===== src/rtl/ctrl_word_pipe.sv =====
// ctrl_word_pipe: ID/EX, EX/MEM, MEM/WB control-word registers with stall, flush and load-use policy.
// Define CTRL_PIPE_COMMIT_CNT_EN to add the 64-bit retired-instruction counter and commit_count port.
package rv32i_types;
  typedef logic [4:0] rv32i_reg_t;

  typedef struct packed {
    logic [3:0] alu_op;
    logic [1:0] alumux1_sel;
    logic [2:0] alumux2_sel;
    logic [3:0] regfilemux_sel;
    logic [2:0] cmp_op;
    logic       cmpmux_sel;
    logic       load_regfile;
    logic       datacache_mem_read;
    logic       datacache_mem_write;
    logic [2:0] mem_funct3;
    logic       is_branch;
    logic       is_jump;
    logic       trap;
  } ctrl_word_t;

  typedef struct packed {
    ctrl_word_t ctrl;
    logic       valid;
    rv32i_reg_t rd;
  } stage_t;
endpackage

module ctrl_word_pipe
  import rv32i_types::*;
(
  input  logic       clk,
  input  logic       rst,
  input  ctrl_word_t id_ctrl,
  input  logic       id_valid,
  input  logic [4:0] id_rd,
  input  logic [4:0] id_rs1,
  input  logic [4:0] id_rs2,
  input  logic       mem_stall,
  input  logic       br_flush,
  output logic       id_stall,
  output ctrl_word_t ex_ctrl,
  output ctrl_word_t mem_ctrl,
  output ctrl_word_t wb_ctrl,
  output logic       ex_valid,
  output logic       mem_valid,
  output logic       wb_valid,
  output logic [4:0] ex_rd,
  output logic [4:0] mem_rd,
  output logic [4:0] wb_rd
`ifdef CTRL_PIPE_COMMIT_CNT_EN
  ,
  output logic [63:0] commit_count
`endif
);

  stage_t r_ex;
  stage_t r_mem;
  stage_t r_wb;
  stage_t w_id_stage;
  logic   w_load_use;
  logic   w_src_match;

  // An invalid decode slot always becomes an all-zero bubble, whatever ctrl/rd carry.
  always_comb begin
    w_id_stage = '0;
    if (id_valid) begin
      w_id_stage.ctrl  = id_ctrl;
      w_id_stage.valid = 1'b1;
      w_id_stage.rd    = id_rd;
    end
  end

  // Both sources are compared even for formats without rs2: a spurious bubble is harmless.
  assign w_src_match = (r_ex.rd == id_rs1) | (r_ex.rd == id_rs2);
  assign w_load_use  = r_ex.valid & r_ex.ctrl.datacache_mem_read & (r_ex.rd != 5'd0)
                     & id_valid & w_src_match;
  assign id_stall    = mem_stall | (w_load_use & ~br_flush);

  always_ff @(posedge clk or posedge rst) begin
    if (rst) begin
      r_ex  <= '0;
      r_mem <= '0;
      r_wb  <= '0;
    end else if (!mem_stall) begin
      r_mem <= r_ex;
      r_wb  <= r_mem;
      if (br_flush || w_load_use) begin
        r_ex <= '0;
      end else begin
        r_ex <= w_id_stage;
      end
    end
  end

  assign ex_ctrl   = r_ex.ctrl;
  assign ex_valid  = r_ex.valid;
  assign ex_rd     = r_ex.rd;
  assign mem_ctrl  = r_mem.ctrl;
  assign mem_valid = r_mem.valid;
  assign mem_rd    = r_mem.rd;
  assign wb_ctrl   = r_wb.ctrl;
  assign wb_valid  = r_wb.valid;
  assign wb_rd     = r_wb.rd;

`ifdef CTRL_PIPE_COMMIT_CNT_EN
  logic [63:0] r_commit_count;

  // An instruction retires on the edge it leaves WB; a stalled WB has not retired yet.
  always_ff @(posedge clk or posedge rst) begin
    if (rst) begin
      r_commit_count <= '0;
    end else if (r_wb.valid && !mem_stall) begin
      r_commit_count <= r_commit_count + 64'd1;
    end
  end

  assign commit_count = r_commit_count;
`endif

endmodule


===== config.mk =====
export PLATFORM = sky130hd
export DESIGN_NAME = ctrl_word_pipe
export DESIGN_NICKNAME = d
export VERILOG_FILES = /design/src/rtl/ctrl_word_pipe.sv
export SDC_FILE = /design/constraint.sdc
export NUM_CORES = 1
export LEC_CHECK = 0
export ABC_AREA = 1
export CORE_ASPECT_RATIO = 1.75
export CORE_MARGIN = 3
export CORE_UTILIZATION = 35
export DETAILED_ROUTE_END_ITERATION = 8
export DONT_BUFFER_PORTS = 1
export PLACE_DENSITY = 0.46
export SYNTH_ARGS = -nofsm -noshare
export SYNTH_HDL_FRONTEND = slang
export SYNTH_SLANG_ARGS = --single-unit

===== constraint.sdc =====
create_clock -name clk -period 7.15 [get_ports clk]
set_input_delay 0.715 -clock clk [delete_from_list [all_inputs] [get_ports clk]]
set_output_delay 0.715 -clock clk [all_outputs]
set_load 0.01 [all_outputs]

==> reports/metrics.csv <==
stage;metric;value;unit
layout;Filler cells;1224;
critical_path;CP startpoint kind;register;
critical_path;Crit Path Class;register to primary output;
cts;CTS Hold Buffers Added;0;
cts;H-tree Lvls;3;
power_and_ir_drop;peak supply drop;0.1124;mV
critical_path;Worst path max stage delay;0.50;ns
cts;cts bufs inserted;9;
synthesis;register bit total from synthesis;96;
detailed_routing;Vias;3137;
layout;synthesis-to-finish area growth;9.159;%
detailed_routing;Initial DRT Pass Iterations;4;
synthesis;syn avg cell area;7.951;um2
layout;FF+latch area;0.002402;mm2
critical_path;signal arrival time at the worst endpoint;2.09;ns
critical_path;CP Buf/Inv Count;1;
timing;final hold vios;0;
run_status;status;finished clean;
place;Post-DP HPWL;7128;um
synthesis;sequential element share of the synthesized area;0.5766;
layout;layout cell share with drive strength beyond 1;0.06796;
cts;CTS max path bufs;2;
timing;RSZ-0062 raised after global routing;false;
synthesis;Synth top area share;0.5766;
floorplanning;Initial Utilization;0.3598;
layout;post-route cell area;0.004548;mm2
detailed_routing;post-route ant nets;0;
synthesis;fraction of registers with async set or reset after synthesis;1.000;
synthesis;Mapped Nets;570;
grt;met2 Use GR;0.2837;
synthesis;leading area contributor after synthesis;dfrtp_1;
power_and_ir_drop;pwr dens;269.6;mW/mm2
worst_hold_path;worst min-delay path class;primary input to asynchronous set/reset pin;
cts;CTS tree;done;
layout;multi-input logic area;0.001458;mm2
floorplanning;die height;150.3;um
critical_path;CP most frequent cell;nand2_1;
floorplanning;Core Region;0.01158;mm2
synthesis;main flop type after synthesis;dfrtp_1;
timing;Fmax;356.3;MHz
synthesis;Syn Inst Count;524;
floorplanning;FP Rows;52;
detailed_routing;DRT iter0 DRCs;116;
synthesis;Yosys cell types;16;
critical_path;crit-path max FO;33;
timing;Slew @ Worst Pin;0.9118;ns
grt;all-layer global routing usage;0.1669;
cts;Post-CTS Setup Bufs;0;
detailed_routing;DRC viols;0;
timing;Worst Skew;0.008269;ns
timing;Final min period;2.807;ns
layout;diodes inserted;0;
power_and_ir_drop;total power;1.226;mW
place;area post-placement;0.004227;mm2
synthesis;EDFF count, synth;0;
synthesis;Synth area leaders;dfrtp_1, nand2_1, inv_1;
grt;GRT met1 Usage;0.1897;
power_and_ir_drop;Pleak;2.627;nW
critical_path;Slowest cell on crit path;o21ai_0;
detailed_routing;wire per inst;16.52;um
grt;first-pass GRT wire length;17010;um
cts;Post-CTS Resized;0;
cts;Clock transition at path regs;0.07;ns
timing;Pins Over Slew Limit;0;
place;DP Cell Count;634;
detailed_routing;vias per inst;4.826;
critical_path;family with the most delay on the worst path;simple AND/OR/NAND/NOR gates;
grt;vias in the first global route;3232;
place;PortBufs;0;
floorplanning;Die Width;88.48;um
synthesis;commonest cells in the netlist;nand2_1, dfrtp_1, inv_1, nor2_1, nand3_1;
layout;post-route insts no fill;650;
critical_path;CP endpoint kind;primary output;
grt;total congestion overflow;0;
timing;Final setup viols;0;
floorplanning;I/O pin cnt;143;
grt;M3 GR Usage;0.05531;
synthesis;synthesis warning total;0;
critical_path;worst path cell trace;inv_1, nand2_1, nand2_1, nor2_1, nand3_1, nand2_2, nand2_4, o21ai_0;
floorplanning;die area;0.01330;mm2
job;Max Cap Viol;0;
cts;latest clock arrival within the worst-skew pair;0.34;ns
layout;final core occ;0.3927;
cts;clock root cell;clkbuf_16;
critical_path;Crit path required time;6.43;ns
timing;final period utilization;0.3926;
cts;TritonCTS Sinks;96;
place;GP Congestion;0.6939;
timing;setup_tns;0;ns
grt;largest net degree at the start of global routing;134;
timing;Slew headroom;0.3907;
grt;busiest grt layer;met2;
detailed_routing;Total Wirelength;10740;um
synthesis;most frequent cell after synthesis;nand2_1;
synthesis;Synth Cell Area;0.004166;mm2
grt;initial antenna violation count;0;
layout;nets;556;
==> path summary, 6_finish.rpt <==
check | startpoint | end | slack [ns] | cells past startpoint
setup / recovery | ex_rd[2] | id_stall | 4.34 | 8
hold / removal | rst | wb_ctrl[1] | 0.30 | 1
setup reg to reg | ex_rd[2] | ex_ctrl[1] | 5.54 | 9
hold reg to reg | wb_rd[4] | wb_rd[4] | 0.55 | 2
max in group asynchronous | rst | wb_ctrl[3] | 5.76 | 2
min in group clk | mem_stall | ex_ctrl[9] | 0.49 | 2
==> per-layer routing <==
metal / wire, um / vias to the layer above
li1: - / 1527
met1: 4099 / 1486
met2: 5566 / 105
met3: 847 / 19
met4: 221 / 0
met5: 0 / -
==> registers in the layout, indices dropped and copies added, names as in the netlist <==
name and cells:
ex_valid 1, mem_ctrl 26, ex_rd 5, wb_valid 1, wb_rd 5, mem_rd 5, ex_ctrl 26, wb_ctrl 26
mem_valid 1
==> per-stage QoR <==
step	setup WS, ns	hold WS [ns]
after global placement	4.583	0.5266
after detailed placement	4.552	0.5293
after CTS	4.295	0.3329
after floorplan	3.930	0.5156
final	4.343	0.3034
after global routing	4.169	0.3459
==> cells in the final DEF, fill, tap and decap left out <==
master,n
xnor2_1,2
clkinvlp_4,2
clkinv_1,1
bufinv_16,2
nand4_1,2
inv_4,1
dfrtp_1,96
inv_1,42
clkinv_4,1
nand2_2,1
inv_6,1
clkbuf_16,9
buf_4,2
inv_2,4
nand3_2,10
nand3_1,24
o21ai_0,6
nand2_1,268
nand2_4,1
nor2_1,38
nor2_4,1
clkbuf_1,1
==> where the power goes <==
part	total, mW	internal (mW)	switching [mW]	leakage, nW
Sequential	0.636	0.580	0.0554	1.30
Clock	0.516	0.308	0.207	0.149
Combinational	0.0747	0.0259	0.0488	1.18
Total	1.23	0.915	0.312	2.63
==> cell families (layout without fill, tap and decap cells) <==
kind of cell	count (synthesis)	after routing	share of synthesized area
and+or+nand+nor	345	345	0.3366
DFF	96	96	0.5766
buffers and inverters	75	66	0.07538
AOI/OAI and AO/OA	6	6	0.007207
xor gates and xnor gates	2	2	0.004205
==> layout make-up <==
class / count / share of cell area
inverter: 48 / 0.04017
clock inverter: 6 / 0.02036
multi-input combinational: 353 / 0.3205
clock buffer: 10 / 0.05034
timing repair buffer: 2 / 0.003301
tap: 135 / 0.03714
sequential: 96 / 0.5282
Note: power is estimated with default switching activity, not from simulation.
